**config.mk**
```make
export PLATFORM = sky130hd
export DESIGN_NAME = hazard_ctrl
export DESIGN_NICKNAME = d
export VERILOG_FILES = /design/src/rtl/pipe_pkg.sv /design/src/rtl/sat_counter.sv /design/src/rtl/hazard_ctrl.sv
export SDC_FILE = /design/constraint.sdc
export NUM_CORES = 1
export LEC_CHECK = 0
export ABC_AREA = 1
export BUFFER_PORTS_ARGS = -buffer_cell sky130_fd_sc_hd__buf_2
export CAP_MARGIN = 0
export CELL_PAD_IN_SITES_DETAIL_PLACEMENT = 1
export CELL_PAD_IN_SITES_GLOBAL_PLACEMENT = 1
export CORE_UTILIZATION = 34
export DETAILED_ROUTE_END_ITERATION = 8
export PLACE_DENSITY = 0.84
export SLEW_MARGIN = 20
export SYNTH_ARGS = -nofsm -noshare
export SYNTH_HDL_FRONTEND = slang
export SYNTH_HIERARCHICAL = 1
export SYNTH_SLANG_ARGS = --single-unit
```
**constraint.sdc**
```tcl
create_clock -name clk -period 3.55 [get_ports clk]
set_input_delay 0.5325 -clock clk [delete_from_list [all_inputs] [get_ports clk]]
set_output_delay 0.5325 -clock clk [all_outputs]
set_load 0.05 [all_outputs]
```
**src/rtl/pipe_pkg.sv**
```systemverilog
// -----------------------------------------------------------------------------
// pipe_pkg
// Definitions shared by the pipeline control blocks: the hazard controller and
// the EX-stage forwarding unit.
//   REG_W       : width of a register-number field (rs/rt/rd)
//   hz_state_e  : hazard controller state encoding (RUN / MEM_WAIT)
//   hz_ctrl_t   : bundle of pipeline-register enables and flushes
//   CTRL_*      : the five control patterns the hazard controller can drive
//   is_load_use : detects a load in EX whose destination is read by ID
// -----------------------------------------------------------------------------
package pipe_pkg;

  localparam int REG_W = 5;

  typedef enum logic {
    RUN      = 1'b0,
    MEM_WAIT = 1'b1
  } hz_state_e;

  typedef struct packed {
    logic pc_write;
    logic ifid_write;
    logic ifid_flush;
    logic idex_write;
    logic idex_flush;
    logic exmem_write;
    logic memwb_flush;
  } hz_ctrl_t;

  // Free-running pipeline: every stage advances, nothing is cleared.
  localparam hz_ctrl_t CTRL_NORMAL = '{
    pc_write: 1'b1, ifid_write: 1'b1, ifid_flush: 1'b0,
    idex_write: 1'b1, idex_flush: 1'b0, exmem_write: 1'b1, memwb_flush: 1'b0};

  // Data memory busy: everything up to EX/MEM holds, WB receives a nop so the
  // stalled MEM instruction is not retired twice.
  localparam hz_ctrl_t CTRL_FREEZE = '{
    pc_write: 1'b0, ifid_write: 1'b0, ifid_flush: 1'b0,
    idex_write: 1'b0, idex_flush: 1'b0, exmem_write: 1'b0, memwb_flush: 1'b1};

  // Taken branch / jump: load the target, squash the two wrong-path slots.
  localparam hz_ctrl_t CTRL_REDIRECT = '{
    pc_write: 1'b1, ifid_write: 1'b1, ifid_flush: 1'b1,
    idex_write: 1'b1, idex_flush: 1'b1, exmem_write: 1'b1, memwb_flush: 1'b0};

  // Load-use: hold PC and IF/ID, insert one bubble into ID/EX, let the load move on.
  localparam hz_ctrl_t CTRL_BUBBLE = '{
    pc_write: 1'b0, ifid_write: 1'b0, ifid_flush: 1'b0,
    idex_write: 1'b1, idex_flush: 1'b1, exmem_write: 1'b1, memwb_flush: 1'b0};

  // Held in reset: nothing is written and every stage boundary carries a nop.
  localparam hz_ctrl_t CTRL_RESET = '{
    pc_write: 1'b0, ifid_write: 1'b0, ifid_flush: 1'b1,
    idex_write: 1'b0, idex_flush: 1'b1, exmem_write: 1'b0, memwb_flush: 1'b1};

  // $0 is hard-wired to zero, so a load "into" it can never feed a consumer.
  function automatic logic is_load_use(
    input logic             ex_memread,
    input logic [REG_W-1:0] ex_rt,
    input logic [REG_W-1:0] id_rs,
    input logic [REG_W-1:0] id_rt,
    input logic             id_uses_rt
  );
    return ex_memread && (ex_rt != '0) &&
           ((ex_rt == id_rs) || (id_uses_rt && (ex_rt == id_rt)));
  endfunction

endpackage

```
**src/rtl/sat_counter.sv**
```systemverilog
// -----------------------------------------------------------------------------
// sat_counter
// Up-counter that sticks at all-ones instead of wrapping.
//   clk   : clock
//   rst   : synchronous active-high clear
//   inc   : add one this cycle (ignored once saturated)
//   count : current value
// -----------------------------------------------------------------------------
module sat_counter #(
  parameter int CNT_W = 16
) (
  input  logic             clk,
  input  logic             rst,
  input  logic             inc,
  output logic [CNT_W-1:0] count
);

  logic [CNT_W-1:0] count_reg;

  always_ff @(posedge clk) begin
    if (rst) begin
      count_reg <= '0;
    end else if (inc && (count_reg != '1)) begin
      count_reg <= count_reg + CNT_W'(1);
    end
  end

  assign count = count_reg;

endmodule

```
**src/rtl/hazard_ctrl.sv**
```systemverilog
// -----------------------------------------------------------------------------
// hazard_ctrl
// Stall/flush controller for the 5-stage MIPS pipeline. Handles the hazards
// that forwarding cannot: load-use (one bubble), taken branch/jump (flush
// IF/ID and ID/EX) and multi-cycle data-memory accesses (freeze).
//
// Inputs : clk, rst, ifid_rs/ifid_rt/ifid_uses_rt (ID sources),
//          idex_memread/idex_rt (load in EX), ex_redirect (EX redirect),
//          dmem_req/dmem_ready (MEM-stage memory handshake)
// Outputs: pc_write, ifid_write, ifid_flush, idex_write, idex_flush,
//          exmem_write, memwb_flush (pipeline register controls),
//          mem_err (sticky timeout), stall_cycles, flush_count (saturating)
//
// Controls are combinational from state and inputs; state, the wait counter,
// the error flag and the performance counters are registered.
// -----------------------------------------------------------------------------
module hazard_ctrl
  import pipe_pkg::*;
#(
  parameter int MEM_TIMEOUT = 64,
  parameter int CNT_W       = 16
) (
  input  logic             clk,
  input  logic             rst,
  input  logic [REG_W-1:0] ifid_rs,
  input  logic [REG_W-1:0] ifid_rt,
  input  logic             ifid_uses_rt,
  input  logic             idex_memread,
  input  logic [REG_W-1:0] idex_rt,
  input  logic             ex_redirect,
  input  logic             dmem_req,
  input  logic             dmem_ready,
  output logic             pc_write,
  output logic             ifid_write,
  output logic             ifid_flush,
  output logic             idex_write,
  output logic             idex_flush,
  output logic             exmem_write,
  output logic             memwb_flush,
  output logic             mem_err,
  output logic [CNT_W-1:0] stall_cycles,
  output logic [CNT_W-1:0] flush_count
);

  localparam int WAIT_W = $clog2(MEM_TIMEOUT + 1);
  localparam logic [WAIT_W-1:0] WAIT_MAX = WAIT_W'(MEM_TIMEOUT);

  hz_state_e         state_reg, state_next;
  logic [WAIT_W-1:0] wait_cnt_reg, wait_cnt_next;
  logic              mem_err_reg, mem_err_next;

  hz_ctrl_t ctrl;
  logic     load_use;
  logic     mem_stall;
  logic     frozen;
  logic     redirect_taken;

  always_comb begin
    ctrl           = CTRL_NORMAL;
    state_next     = state_reg;
    wait_cnt_next  = wait_cnt_reg;
    mem_err_next   = mem_err_reg;
    redirect_taken = 1'b0;

    load_use  = is_load_use(idex_memread, idex_rt, ifid_rs, ifid_rt, ifid_uses_rt);
    mem_stall = dmem_req && !dmem_ready;

    // Once waiting, only dmem_ready matters: the MEM instruction is held in
    // place, so its request is still outstanding by construction.
    frozen = (state_reg == MEM_WAIT) ? !dmem_ready : mem_stall;

    if (frozen) begin
      ctrl       = CTRL_FREEZE;
      state_next = MEM_WAIT;
      if (state_reg == RUN) begin
        wait_cnt_next = WAIT_W'(1);
      end else if (wait_cnt_reg < WAIT_MAX) begin
        wait_cnt_next = wait_cnt_reg + WAIT_W'(1);
      end
      if (wait_cnt_next == WAIT_MAX) begin
        mem_err_next = 1'b1;
      end
    end else begin
      // Normal RUN decision; in the MEM_WAIT release cycle this resolves any
      // redirect or load-use that was frozen in EX/ID during the wait.
      state_next    = RUN;
      wait_cnt_next = '0;
      if (ex_redirect) begin
        // ID holds a wrong-path instruction, so its load-use is irrelevant.
        ctrl           = CTRL_REDIRECT;
        redirect_taken = 1'b1;
      end else if (load_use) begin
        ctrl = CTRL_BUBBLE;
      end
    end

    if (rst) begin
      ctrl = CTRL_RESET;
    end
  end

  always_ff @(posedge clk) begin
    if (rst) begin
      state_reg    <= RUN;
      wait_cnt_reg <= '0;
      mem_err_reg  <= 1'b0;
    end else begin
      state_reg    <= state_next;
      wait_cnt_reg <= wait_cnt_next;
      mem_err_reg  <= mem_err_next;
    end
  end

  // Counter 0: cycles with the PC held. Counter 1: redirect flushes.
  logic [1:0]       cnt_inc;
  logic [CNT_W-1:0] cnt_val [2];

  assign cnt_inc[0] = !rst && !ctrl.pc_write;
  assign cnt_inc[1] = !rst && redirect_taken;

  for (genvar gi = 0; gi < 2; gi++) begin : g_perf_cnt
    sat_counter #(
      .CNT_W (CNT_W)
    ) u_cnt (
      .clk   (clk),
      .rst   (rst),
      .inc   (cnt_inc[gi]),
      .count (cnt_val[gi])
    );
  end

  assign pc_write     = ctrl.pc_write;
  assign ifid_write   = ctrl.ifid_write;
  assign ifid_flush   = ctrl.ifid_flush;
  assign idex_write   = ctrl.idex_write;
  assign idex_flush   = ctrl.idex_flush;
  assign exmem_write  = ctrl.exmem_write;
  assign memwb_flush  = ctrl.memwb_flush;
  assign mem_err      = mem_err_reg;
  assign stall_cycles = cnt_val[0];
  assign flush_count  = cnt_val[1];

endmodule

```
==> results.py <==
metrics = {
    "clock_tree": {
        "clk_pin_slew_ps": 80,
        "clock_latency_ps": 300,
        "h-tree-depth": 2,
        "cts_buffers": 5,
        "cts_tree": "done",
        "cts_setup_buffers": 0,
        "cts-root-buf": "clkbuf_8",
        "post_cts_resized": 0,
        "cts.sinks": 41,
        "cts_buffer_depth": 2,
        "hold_buffers": 0,
    },
    "layout": {
        "regArea_sq_um": 820.8,
        "final_nets": 510,
        "syn_to_final_growth_pct": 19.34,
        "fin_util_pct": 42.14,
        "largest_register_ffs": 32,
        "multi_input_area_sq_mm": 0.001538,
        "drive_gt1_share_pct": 20.78,
        "nFillCells": 1051,
        "n_antenna_cell": 0,
    },
    "sta": {
        "clock_skew_ps": 10.26,
        "hold_viol": 0,
        "rsz0062_at_grt": "false",
        "fmax_mhz": 434.7,
        "setup_tns_ps": 0,
        "slew_headroom_pct": 58.66,
        "worst_pin_slew_ps": 620.1,
        "post-route-min-period_ps": 2300,
        "fin_crit_sh_pct": 64.79,
        "slew_violations": 0,
        "finalSetupViolCount": 0,
    },
    "synthesis": {
        "synth_compound_area_share_pct": 6.074,
        "synth_most_common_cell": "nand2_1",
        "synth.distinct_cells": 26,
        "syn_nets": 449,
        "avgSynthCellArea_sq_um": 6.073,
        "synth_cells": 424,
        "ys.warnings.count": 6,
        "synth-seq-area-share_pct": 31.88,
        "synth_seq_cells": 41,
        "synth_top_family_by_area": "simple AND/OR/NAND/NOR gates",
        "async_reset_ff_share_pct": 0,
        "synthSimpleGateAreaFrac_pct": 51.17,
        "synthXorXnorAreaFrac_pct": 1.020,
        "synthMuxAreaShare_pct": 0,
        "synth_top_area_share_pct": 31.88,
        "yosys-top-cells-area": "dfxtp_1 (32%), nand2_1 (19%), nor2_1 (13%), nand3_1 (7.2%), inv_1 (6.4%)",
        "synth_ff_type": "dfxtp_1",
        "synthAdderAreaFrac_pct": 1.458,
        "synth_edf_count": 0,
        "synthesis.area_sq_mm": 0.002575,
        "synth_largest_area_cell": "dfxtp_1",
        "synthTopCellsByCount": "nand2_1 (128), nor2_1 (92), inv_1 (44)",
    },
    "floorplan": {
        "fp-row-count": 31,
        "die_h_microns": 89.03,
        "fp.dieW_microns": 89.03,
        "io_pins": 62,
        "dieArea_sq_mm": 0.007925,
        "coreArea_sq_mm": 0.007292,
        "start_util_pct": 35.31,
    },
    "drt": {
        "vias_per_cell": 4.807,
        "totalWireLength_microns": 7028,
        "num_vias": 2812,
        "dr.first_iter.drc_count": 60,
        "final_antenna_net_count": 0,
        "first_pass_iters": 4,
        "wl_per_cell_microns": 12.01,
        "drc_errors": 0,
    },
    "power": {
        "cellLeakagePower_uw": 0.001447,
        "powerDensity_mw_per_mm2": 319.3,
        "pwr-share-seq_pct": 47.8,
        "switchingPower_uw": 254.3,
        "swShare_pct": 25.92,
        "vdd_drop_max_uv": 155.7,
        "pwr-share-clk_pct": 40.8,
        "combPwrFrac_pct": 11.4,
        "internal_power_uw": 726.9,
    },
    "setup_path": {
        "end_kind": "flip-flop",
        "start_kind": "flip-flop",
        "cp_common_cell": "nand2_1",
        "setup.worst_path.class": "reg2reg",
        "arrival_ps": 2490,
        "crit_chain": "o21bai_4 -> nand2_1 -> nand2_1 -> a21oi_1 -> nand3_1 -> nor2_1 -> nand2_1 -> nor2_1 -> nand3_1 -> nand2_1 -> nor2_1",
        "cpPeakStageDelay_ps": 580,
        "path_delay_family": "simple AND/OR/NAND/NOR gates",
        "crit_slowest_cell": "dfxtp_1",
        "worstSetupPathDepth": 11,
        "cp_num_buf_inv": 0,
        "critical_path.max_fanout": 9,
        "reg2reg_depth": 11,
        "cp_data_required_time_ps": 3740,
    },
    "global_route": {
        "grtUsageTotal_pct": 18.46,
        "grt_pass1_wl_microns": 11480,
        "antenna_found_initial": 0,
        "grt.overflow.total": 0,
        "grt_pass1_vias": 2665,
        "grt_max_degree": 17,
    },
    "placed_design": {
        "dp_hpwl_microns": 5663,
        "gp_congestion": 0.8673,
        "portBuffers": 61,
    },
    "min_path": {
        "worstHoldPathType": "reg2reg",
        "min_path_cells": 2,
    },
    "run_status": {
        "outcome": "completed",
    },
    "flow_run": {
        "max-cap-violations": 0,
    },
}
## logic make-up (layout without fill, tap and decap cells)
logic type                 after synthesis  in the layout
AOI/OAI and AO/OA                       26             26
DFF                                     41             41
adders and majority gates                3              3
and+or+nand+nor                        299            299
buffers and inverters                   52            114
xor gates and xnor gates                 3              3
## worst paths after layout
path	from	endpoint	slack, ps
worst min register to register	mem_err	mem_err	460
worst max register to register	state_reg	g_perf_cnt[0].u_cnt/count[15]	1250
worst min-delay path	mem_err	mem_err	460
worst max-delay path	state_reg	g_perf_cnt[0].u_cnt/count[15]	1250
## worst reg2reg max path, delay by kind of cell (launching register included)
family	cells	cell delay [ps]
AOI/OAI and AO/OA	2	670
DFF	1	580
and+or+nand+nor	9	950
## area by class of cell
cell class | instances | share of cell area, %
multi-input cells | 331 | 50.04
flip-flops and latches | 41 | 26.71
clock inverters | 1 | 0.9772
inverters | 45 | 5.497
well taps | 99 | 4.031
repair buffers | 61 | 9.935
clock buffers | 7 | 2.809
## placed cells by master (no fill, tap or decap), types with 2 or more instances in the layout
cell / Yosys / layout
nand2_1: 128 / 128
nor2_1: 92 / 92
buf_2: 2 / 61
inv_1: 44 / 44
dfxtp_1: 41 / 41
nand3_1: 37 / 37
nor2_2: 20 / 20
a21oi_1: 16 / 16
nand4_1: 7 / 7
clkbuf_8: 0 / 6
o21ai_0: 4 / 4
nor2_4: 4 / 4
nand2_2: 4 / 4
nor3_1: 3 / 3
ha_1: 3 / 3
xor2_1: 2 / 2
o21bai_1: 2 / 2
nor2_8: 2 / 2
or2_0: 2 / 2
## power by group through the flow
stage / clock (uW) / sequential (uW) / combinational [uW]
floorplan: 0 / 487 / 73.3
global placement: 0 / 480 / 110
detailed placement: 0 / 480 / 114
CTS: 415 / 469 / 114
global route: 435 / 470 / 123
finish: 400 / 469 / 112
## per-layer routing
metal / vias up / wire [microns] / global-route usage, %
met3: 7 / 254 / 3.324
li1: 1436 / - / -
met5: - / 0 / 0
met2: 52 / 3512 / 34.27
met1: 1317 / 3171 / 21.77
met4: 0 / 90 / 5.051
## stage by stage
step                      hold slack (ps)  std cells  instance area [sq um]  total power [uW]  worst slack [ps]
after floorplan                     501.6        424                   2575             560.7              1011
after global placement              445.7        577                   2957             589.6              1134
after detailed placement            456.0        577                   2957             593.6              1024
after CTS                           468.3        585                   3073             997.7              1251
after global routing                481.6        585                   3073              1029              1058
final                               460.2        585                   3073             981.2              1250
(Power assumes the default switching activity.)
